==> config.mk <==
export PLATFORM = sky130hd
export DESIGN_NAME = arb_mux_n
export DESIGN_NICKNAME = d
export VERILOG_FILES = /design/src/rtl/arb_mux_n.sv
export SDC_FILE = /design/constraint.sdc
export NUM_CORES = 1
export LEC_CHECK = 0
export ABC_AREA = 1
export BUFFER_PORTS_ARGS = -buffer_cell sky130_fd_sc_hd__buf_4
export CAP_MARGIN = 20
export CORE_AREA = 4 4 70 72
export DETAILED_ROUTE_END_ITERATION = 12
export DIE_AREA = 0 0 74 76
export GPL_ROUTABILITY_DRIVEN = 0
export PLACE_DENSITY = 0.75
export SLEW_MARGIN = 20
export SYNTH_ARGS = -nofsm -noshare
export SYNTH_HDL_FRONTEND = slang
export SYNTH_SLANG_ARGS = --single-unit
==> constraint.sdc <==
create_clock -name clk -period 2.2 [get_ports clk]
set_clock_uncertainty 0.2 [all_clocks]
set_input_delay 0 -clock clk [delete_from_list [all_inputs] [get_ports clk]]
set_output_delay 0 -clock clk [all_outputs]
set_load 0.05 [all_outputs]
==> src/rtl/arb_mux_n.sv <==
// arb_mux_n: N:1 registered arbitrating multiplexer.
// Each cycle one valid/ready input channel is chosen, by round-robin or
// fixed priority, and loaded into a single output register that supports
// valid/ready backpressure. A per-channel lane marks which requests fall
// inside the current search window. A priority encoder then picks the
// lowest marked index.

// Per-channel request qualifier.
// In round-robin mode a request is "high" when its index is at or above
// rr_ptr, so the lowest high request is the first one found scanning
// forward from the pointer. In fixed-priority mode every request counts as
// high, and the lowest index wins.
module arb_mux_lane #(
    parameter int SEL_W = 2,
    parameter int IDX   = 0
) (
    input  logic             valid,
    input  logic             mode,
    input  logic [SEL_W-1:0] rr_ptr,
    output logic             hi_req
);
    assign hi_req = valid && (mode || (SEL_W'(IDX) >= rr_ptr));
endmodule

module arb_mux_n #(
    parameter  int DATA_W = 16,
    parameter  int N_CH   = 4,
    localparam int SEL_W  = $clog2(N_CH)
) (
    input  logic                     clk,
    input  logic                     rst_n,
    input  logic                     mode,
    input  logic [N_CH-1:0]          in_valid,
    input  logic [N_CH*DATA_W-1:0]   in_data,
    output logic [N_CH-1:0]          in_ready,
    output logic                     out_valid,
    output logic [DATA_W-1:0]        out_data,
    output logic [SEL_W-1:0]         out_sel,
    input  logic                     out_ready
);

    logic [N_CH-1:0][DATA_W-1:0] ch_data;
    logic [N_CH-1:0]             hi_req;
    logic [SEL_W-1:0]            rr_ptr;
    logic [SEL_W-1:0]            hi_idx;
    logic [SEL_W-1:0]            lo_idx;
    logic [SEL_W-1:0]            grant_idx;
    logic [SEL_W-1:0]            next_ptr;
    logic                        hi_found;
    logic                        any_valid;
    logic                        load;

    assign ch_data   = in_data;
    assign any_valid = |in_valid;
    // The output register can accept a new item when it is empty or draining.
    assign load      = !out_valid || out_ready;

    for (genvar i = 0; i < N_CH; i++) begin : g_lane
        arb_mux_lane #(
            .SEL_W (SEL_W),
            .IDX   (i)
        ) u_lane (
            .valid  (in_valid[i]),
            .mode   (mode),
            .rr_ptr (rr_ptr),
            .hi_req (hi_req[i])
        );
    end

    // Two lowest-index encoders: one over the in-window requests and one
    // over all requests. The second covers the wrap past N_CH-1 back to 0.
    always_comb begin
        hi_found = 1'b0;
        hi_idx   = '0;
        lo_idx   = '0;
        for (int i = N_CH - 1; i >= 0; i--) begin
            if (hi_req[i]) begin
                hi_found = 1'b1;
                hi_idx   = SEL_W'(i);
            end
            if (in_valid[i]) begin
                lo_idx = SEL_W'(i);
            end
        end
        grant_idx = hi_found ? hi_idx : lo_idx;
    end

    // Pointer successor of the winner. The explicit wrap handles N_CH values
    // that are not a power of two.
    always_comb begin
        next_ptr = '0;
        if (grant_idx != SEL_W'(N_CH - 1)) begin
            next_ptr = grant_idx + SEL_W'(1);
        end
    end

    // Accept strobe: one-hot on the winner, and only when the output
    // register can take the item. It is held low through reset.
    always_comb begin
        in_ready = '0;
        if (rst_n && load && any_valid) begin
            in_ready[grant_idx] = 1'b1;
        end
    end

    // Output register and round-robin pointer.
    // With no requests, data and sel keep their old values and only valid drops.
    always_ff @(posedge clk) begin
        if (!rst_n) begin
            out_valid <= 1'b0;
            out_data  <= '0;
            out_sel   <= '0;
            rr_ptr    <= '0;
        end else if (load) begin
            if (any_valid) begin
                out_valid <= 1'b1;
                out_data  <= ch_data[grant_idx];
                out_sel   <= grant_idx;
                if (!mode) begin
                    rr_ptr <= next_ptr;
                end
            end else begin
                out_valid <= 1'b0;
            end
        end
    end

endmodule

==> results of run 1 <==
## per-layer routing
metal | wire [µm] | global-route usage | vias up | share of wire
met3 | 483 | 0.0515 | 31 | 0.070
met2 | 3680 | 0.437 | 109 | 0.54
li1 | - | - | 1217 | -
met5 | 0 | 0 | - | 0
met1 | 2440 | 0.247 | 1106 | 0.36
met4 | 266 | 0.0996 | 0 | 0.039
## synth_stat cells (2+ instances only)
library cell / instances / area (µm²)
nor2_2: 2 / 12.5
buf_2: 3 / 15.0
a21oi_1: 9 / 45.0
o21ai_1: 7 / 35.0
a21oi_2: 2 / 17.5
dfxtp_1: 21 / 420
ha_1: 4 / 50.1
o21ai_0: 3 / 15.0
nor2_1: 45 / 169
buf_6: 2 / 22.5
nand3_1: 48 / 240
nand3_2: 9 / 90.1
inv_1: 62 / 233
clkbuf_1: 2 / 7.51
inv_2: 4 / 15.0
nand2_2: 3 / 18.8
buf_4: 5 / 37.5
nand2_1: 64 / 240
## path summary, 6_finish.rpt
| path | cells past startpoint | to | slack, ps | start |
|---|---|---|---|---|
| worst max register to register | 11 | rr_ptr[0] | 160 | rr_ptr[1] |
| worst max-delay path | 10 | in_ready[2] | 140 | rr_ptr[1] |
| worst min register to register | 2 | rr_ptr[1] | 280 | rr_ptr[1] |
| worst min-delay path | 7 | out_data[2] | 5 | in_data[18] |
## registers in the layout (all words and copies together) (netlist names)
| signal | flops |
|---|---|
| out_data | 16 |
| out_sel | 2 |
| out_valid | 1 |
| rr_ptr | 2 |
## tightest hold or removal path, delay by kind of cell
kind	cells	cell delay (ps)
and+or+nand+nor	4	300
buffers and inverters	3	160
## cells by family after synthesis
| kind of cell | count (synthesis) | synth area share |
|---|---|---|
| AOI/OAI and AO/OA | 21 | 0.0633 |
| adders and majority gates | 4 | 0.0282 |
| buffers and inverters | 82 | 0.211 |
| DFF | 21 | 0.236 |
| and+or+nand+nor | 174 | 0.461 |
## area by class of cell
type | instances | area share
clock buffers | 3 | 0.0129
flip-flops and latches | 21 | 0.131
repair buffers | 165 | 0.444
multi-input cells | 199 | 0.308
diodes | 1 | 0.000779
clock inverters | 1 | 0.00156
inverters | 68 | 0.0810
well taps | 52 | 0.0202
## what timing repair did
item                                    4_1_cts  5_1_grt
hold buffers                                 62        0
gates resized for setup                       0        5
buffers inserted                              0        2
endpoints found under the setup margin        0        4
endpoints found under the hold margin        21        0
## where the power goes
group	leakage [nW]	total (mW)	internal (mW)	switching (mW)
sequential	0.175	0.453	0.426	0.0275
clock	0.0255	0.264	0.127	0.137
combinational	1.61	0.801	0.347	0.454
total	1.81	1.52	0.899	0.619
==> out/summary.txt, run 1 <==
DRC errors left = 0
slowest stage cell, crit path = dfxtp_2
root buffer cell = clkbuf_8
CTS Buf Count = 3
Slew headroom = 0.797
most common cell after layout, fill and taps aside = buf_4
CP Capture Type = output port
WL/cell = 13.5 µm
gr ovfl total = 0
Mapped Nets = 378
First-pass DRT Iterations = 4
largest net degree at the start of global routing = 39
filler instances = 324
Non-Filler Instances = 510
nets@finish = 534
vias in the first global route = 2,436
Die Width = 74 µm
Die Area = 0.00562 mm²
Worst EP required = 2000 ps
Yosys cell types = 25
Area Overhead vs Synth = 80.7%
post-layout util = 0.748
Crit path max-delay family = simple AND/OR/NAND/NOR gates
placed inst area = 0.00249 mm²
Max-Cap Viols = 0
Hold Path Class = input port to flop
initial antenna violation count = 0
ratio of final minimum period to clock period = 0.937
total clock sinks = 21
Syn. warnings = 0
run status = finished clean
clock period minus worst slack = 2060 ps
initial core utilization = 0.414
CP bufs+invs = 4
fin area = 0.00321 mm²
clk_lat worst skew = 270 ps
row count = 24
buffers added on ports = 94
pwr dens = 472 mW/mm²
synthesized cell area = 0.00178 mm²
setup tns final = 0 ps
all-layer global routing usage = 0.236
vias per cell = 4.83
Antenna Nets Post-Route = 0
ys async rst share = 0
TritonCTS clock tree = built
worst-path fanout max = 13
dpl ws = 337 ps
leakage = 1.81 nW
startpoint types = flop
worst vdd ir = 304 µV
max-slew violations = 0
sequential-to-total area share from yosys stat = 0.236
Fmax = 0.485 GHz
critical-path cell list = nand2_1 > nand3_1 > nand2_2 > inv_1 > nand2_2 > inv_6 > ha_1 > inv_1 > nor2_1 > buf_4
post-DP HPWL = 4.03 mm
Yosys reg bits = 21
EDFF count, synth = 0
core box area = 0.00429 mm²
layout cells sized above 1 = 0.291
Mean Syn Cell Area = 5.89 µm²
clock-pin slew on the worst setup and hold paths = 80 ps
register area = 422 µm²
Setup violations, final = 0
Die Y = 76 µm
critical path class = flop to output port
Syn Inst Count = 302
drt first-iter violations = 121
Post-synth top flop = dfxtp_1
routed wire length = 6.88 mm
placed cell count = 440
worst setup margin = 139 ps
io pins = 95
multi-input logic area = 990 µm²
Data arrival, critical path = 1860 ps
H-Tree Depth = 1
first-pass GRT wire length = 10.6 mm
final total power = 1.52 mW
Worst-Margin Slew = 304 ps
Via Count = 2,463
slowest stage delay, CP = 340 ps
most frequent cells in the layout = 100 x buf_4, 64 x nand2_1, 62 x inv_1, 62 x dlygate4sd3_1, 48 x nand3_1
Max clock buf depth = 2
Hold Fails Final Rpt = 0
Hold WS = 5.00 ps
Note: power is estimated with default switching activity, not from simulation.
==> run 2, diff against run 1 <==
--- a/config.mk
+++ b/config.mk
@@ -15,2 +15,3 @@
 export PLACE_DENSITY = 0.75
+export SKIP_CTS_REPAIR_TIMING = 1
 export SLEW_MARGIN = 20
==> constraint.sdc (replaced) <==
create_clock -name clk -period 2.2 [get_ports clk]
set_clock_uncertainty 0.2 [all_clocks]
set_input_delay 0.44 -clock clk [delete_from_list [all_inputs] [get_ports clk]]
set_output_delay 0.44 -clock clk [all_outputs]
set_load 0.05 [all_outputs]
==> run 2 against run 1 <==
Against the previous run:
- the flow now finishes with violations (negative setup slack)
- critical path depth increased by 1
- final cell count decreased by 11%
- design area decreased by 15%
- combinational power decreased by 8.1%
- wire length decreased by 19%
- via count decreased by 14%
- sequential power about the same
- first-iteration DRC count decreased by 55%
- global-route usage decreased by 4.8 points
- non-clock buffer count decreased by 54
- sequential share of layout area increased by 2.3 points
- total power decreased by 4.4%
- critical endpoint is now in_ready[1]
- largest cell class is now multi-input combinational cells
==> out/summary.txt, run 2 (synthesis results as in run 1) <==
Slew headroom = 0.786
buffers added on ports = 94
critical path class = flop to output port
Die Area = 0.00562 mm²
dpl ws = -179 ps
Die Y = 76 µm
Antenna Nets Post-Route = 0
Clock power frac = 0.183
vias per cell = 4.67
Setup violations, final = 4
run status = finished with violations
combinational share of power = 0.507
Die Width = 74 µm
CTS Buf Count = 3
gr ovfl total = 0
worst-path fanout max = 4
Non-Filler Instances = 455
drt first-iter violations = 54
ratio of final minimum period to clock period = 1.03
post-DP HPWL = 4.11 mm
largest net degree at the start of global routing = 31
WL/cell = 12.2 µm
largest registers = out_data (16), out_sel (2), rr_ptr (2)
initial antenna violation count = 0
most frequent cells in the layout = 107 x buf_4, 60 x nand2_1, 58 x inv_1
Net Sw Frac = 0.417
Net Sw Power = 606 µW
first-pass GRT wire length = 8.65 mm
pwr dens = 530 mW/mm²
Ant. Diodes = 0
most common cell after layout, fill and taps aside = buf_4
row count = 24
Hold Fails Final Rpt = 0
Internal = 846 µW
TritonCTS clock tree = built
total clock sinks = 21
DRC errors left = 0
Worst-Margin Slew = 320 ps
Max-Cap Viols = 0
number of flip-flops in the largest register = 16
CP Capture Type = output port
RSZ-0062 raised after global routing = yes
routed wire length = 5.57 mm
critical-path cell list = nand2_2 > nand3_2 > nand2_2 > nor2_2 > nand2_2 > nand2_4 > inv_4 > ha_4 > inv_2 > nor2_4 > buf_8
H-Tree Depth = 1
vias in the first global route = 2,045
nets@finish = 480
clk_lat worst skew = 260 ps
Seq pwr share = 0.310
slowest stage delay, CP = 360 ps
root buffer cell = clkbuf_8
Area Overhead vs Synth = 54.0%
Max clock buf depth = 2
max-slew violations = 0
Worst path most repeated cell = nand2_2
clock-pin slew on the worst setup and hold paths = 80 ps
layout cells sized above 1 = 0.392
failing checks = negative setup slack
Fmax = 0.441 GHz
io pins = 95
First-pass DRT Iterations = 4
initial core utilization = 0.414
clock period minus worst slack = 2270 ps
Biggest register = out_data
worst vdd ir = 429 µV
slowest stage cell, crit path = dfxtp_2
placed cell count = 447
all-layer global routing usage = 0.189
Hold Path Class = input port to flop
startpoint types = flop
Via Count = 2,127
Data arrival, critical path = 1630 ps
core box area = 0.00429 mm²
worst setup margin = -65.8 ps
filler instances = 405
Worst EP required = 1560 ps
leakage = 1.60 nW
-- run 2: changes by cell type in the layout (fill, tap and decap cells not counted), sizes merged --
| cell | before | now |
|---|---|---|
| dlygate4sd3 | 62 | 0 |
| buf | 102 | 111 |
| clkbuf | 4 | 3 |
| diode | 1 | 0 |
-- run 2: critical path: cells and delay by family, from the launching register on --
kind / cells / cell delay (ps)
adders and majority gates: 1 / 160
and+or+nand+nor: 7 / 550
DFF: 1 / 360
buffers and inverters: 3 / 270
-- run 2: area by class of cell --
cell class,instances,area [µm²],area share
inverters,68,265,0.0968
clock buffers,3,41.3,0.0151
multi-input cells,199,1080,0.394
clock inverters,1,5.00,0.00183
repair buffers,111,860,0.314
well taps,52,65.1,0.0238
flip-flops and latches,21,423,0.154
-- run 2: final timing paths --
| kind | startpoint | endpoint | cells past startpoint | slack, ps |
|---|---|---|---|---|
| worst max-delay path | rr_ptr[1] | in_ready[1] | 11 | -70 |
| worst min-delay path | in_data[0] | out_data[0] | 3 | 200 |
| worst max register to register | rr_ptr[1] | out_data[5] | 14 | 140 |
| worst min register to register | rr_ptr[1] | rr_ptr[1] | 2 | 300 |
-- run 2: power by group through the flow --
stage / logic (mW) / registers (mW) / clock network [mW]
2_1_floorplan: 0.319 / 0.599 / 0
3_3_place_gp: 0.685 / 0.455 / 0
4_1_cts: 0.699 / 0.448 / 0.271
5_1_grt: 0.801 / 0.455 / 0.285
6_report: 0.736 / 0.450 / 0.266
3_5_place_dp: 0.697 / 0.456 / 0
-- run 2: through the flow --
stage	instance area [µm²]	total power, mW	util	TNS, ps	hold WS (ps)
final	2740	1.45	0.638	-210	196
after global routing	2740	1.54	0.638	-553	191
after CTS	2610	1.42	0.608	-615	199
after detailed placement	2560	1.15	0.597	-475	285
after global placement	2560	1.14	0.597	-253	275
after floorplan	1820	0.919	-	-7.73	253
-- run 2: layer usage --
metal,up-vias,GRT usage,part of all wire
li1,1111,-,-
met1,920,0.214,0.38
met2,86,0.335,0.51
met3,10,0.0515,0.094
met4,0,0.0543,0.020
met5,-,0,0
==> run 3, diff against run 2 <==
- CORE_AREA: 4 4 70 72 -> 4 4 77 65
- DIE_AREA: 0 0 74 76 -> 0 0 81 69
- PLACE_DENSITY: 0.75 -> 0.76
==> run 3 against run 2 <==
Against the previous run:
- sequential power hardly changed
- largest power group unchanged
- the flow still finishes with violations (negative setup slack)
- die area is 0.62% lower
- clock-buffer cell count stayed put
==> out/summary.txt, run 3 (synthesis results as in run 1) <==
Hold Path Class = input port to flop
critical path class = input port to output port
DRC errors left = 0
Ant. Diodes = 0
filler instances = 428
post-DP HPWL = 3.98 mm
worst hold path startpoint = in_data[11]
Die Width = 81 µm
Max clock buf depth = 2
FF-to-FF path depth = 12
Critical Path Start = mode
Non-Filler Instances = 459
Via Count = 2,080
Hold WS = 208 ps
leakage = 1.59 nW
nets@finish = 479
Data arrival, critical path = 1590 ps
number of flip-flops in the largest register = 16
initial antenna violation count = 0
largest net degree at the start of global routing = 39
initial core utilization = 0.428
CP Capture Type = output port
first-pass GRT wire length = 8.31 mm
layout cells sized above 1 = 0.386
Setup violations, final = 4
clk_lat worst skew = 260 ps
ratio of final minimum period to clock period = 1.02
Worst EP required = 1560 ps
worst r2r src = rr_ptr[1]
Slew headroom = 0.752
WL/cell = 11.2 µm
pwr dens = 523 mW/mm²
Biggest register = out_data
io pins = 95
worst-path fanout max = 4
most common cell after layout, fill and taps aside = buf_4
failing checks = negative setup slack
all-layer global routing usage = 0.181
worst vdd ir = 357 µV
Hold Fails Final Rpt = 0
H-Tree Depth = 1
CTS Buf Count = 3
Max-Cap Viols = 0
clock-pin slew on the worst setup and hold paths = 80 ps
Worst-Margin Slew = 373 ps
Fmax = 0.448 GHz
vias per cell = 4.53
worst setup margin = -33.2 ps
register area = 423 µm²
gr ovfl total = 0
most frequent cells in the layout = 106 x buf_4, 61 x nand2_1, 59 x inv_1
Min-Delay Path Depth = 3
drt first-iter violations = 63
multi-input logic area = 0.00104 mm²
Die Area = 0.00559 mm²
Worst R2R End = out_data[4]
Die Y = 69 µm
startpoint types = input port
placed cell count = 452
Antenna Nets Post-Route = 0
largest registers = out_data (16), out_sel (2), rr_ptr (2)
buffers added on ports = 94
vias in the first global route = 1,831
max-slew violations = 0
clock period minus worst slack = 2230 ps
routed wire length = 5.13 mm
row count = 21
Area Overhead vs Synth = 51.7%
First-pass DRT Iterations = 4
total clock sinks = 21
worst reg2reg setup slack = 260 ps
core box area = 0.00415 mm²
root buffer cell = clkbuf_8
RSZ-0062 raised after global routing = yes
TritonCTS clock tree = built
run status = finished with violations
Hold Path Sink = out_data[11]
run 3: changes by cell type in the layout (fill, tap and decap cells not counted):
cell,before,now
inv_4,4,3
inv_1,58,59
ha_4,3,0
nand2_4,2,1
nand2_1,60,61
buf_4,107,106
ha_2,0,3
run 3: critical path, cell delays in order:
cell and delay, ps:
buf_4 120, inv_4 60, nand3_2 90, a21oi_2 180, nand2_1 80, nand2_2 130, ha_2 200, inv_2 40
nor2_4 80, buf_6 160
run 3: where the power goes:
group | switching (mW) | internal (mW) | total (mW)
clock network | 0.123 | 0.126 | 0.249
registers | 0.0239 | 0.426 | 0.450
logic | 0.425 | 0.286 | 0.712
total | 0.572 | 0.838 | 1.41
run 3: metrics by stage:
step | setup TNS (ps) | total power [mW] | area [µm²] | setup WS, ps | utilization
6_report | -74.9 | 1.41 | 2700 | -33.2 | 0.650
4_1_cts | -553 | 1.40 | 2620 | -190 | 0.630
3_5_place_dp | -442 | 1.15 | 2570 | -141 | 0.619
5_1_grt | -444 | 1.51 | 2700 | -132 | 0.650
3_3_place_gp | -271 | 1.14 | 2570 | -111 | 0.619
2_1_floorplan | -7.73 | 0.919 | 1820 | -3.86 | -
run 3: final cells by class:
type,instances,area share
clock buffers,3,0.0153
clock inverters,1,0.00186
inverters,68,0.0974
multi-input cells,199,0.386
flip-flops and latches,21,0.157
well taps,57,0.0264
repair buffers,110,0.316
run 3: worst max-delay path by stage:
stage                  end  slack, ps  cells past startpoint
6_report       in_ready[1]        -30                     10
5_1_grt        in_ready[1]       -130                     10
4_1_cts        in_ready[1]       -190                     11
3_5_place_dp   in_ready[1]       -140                     13
3_3_place_gp   in_ready[1]       -110                     13
2_1_floorplan  in_ready[0]         -4                     11
run 3: routing by layer:
layer	global-route usage	vias up	share of wire
met3	0.0313	4	0.042
met4	0.0225	0	0.0074
met2	0.306	39	0.49
met1	0.246	927	0.46
li1	-	1110	-
met5	0	-	0
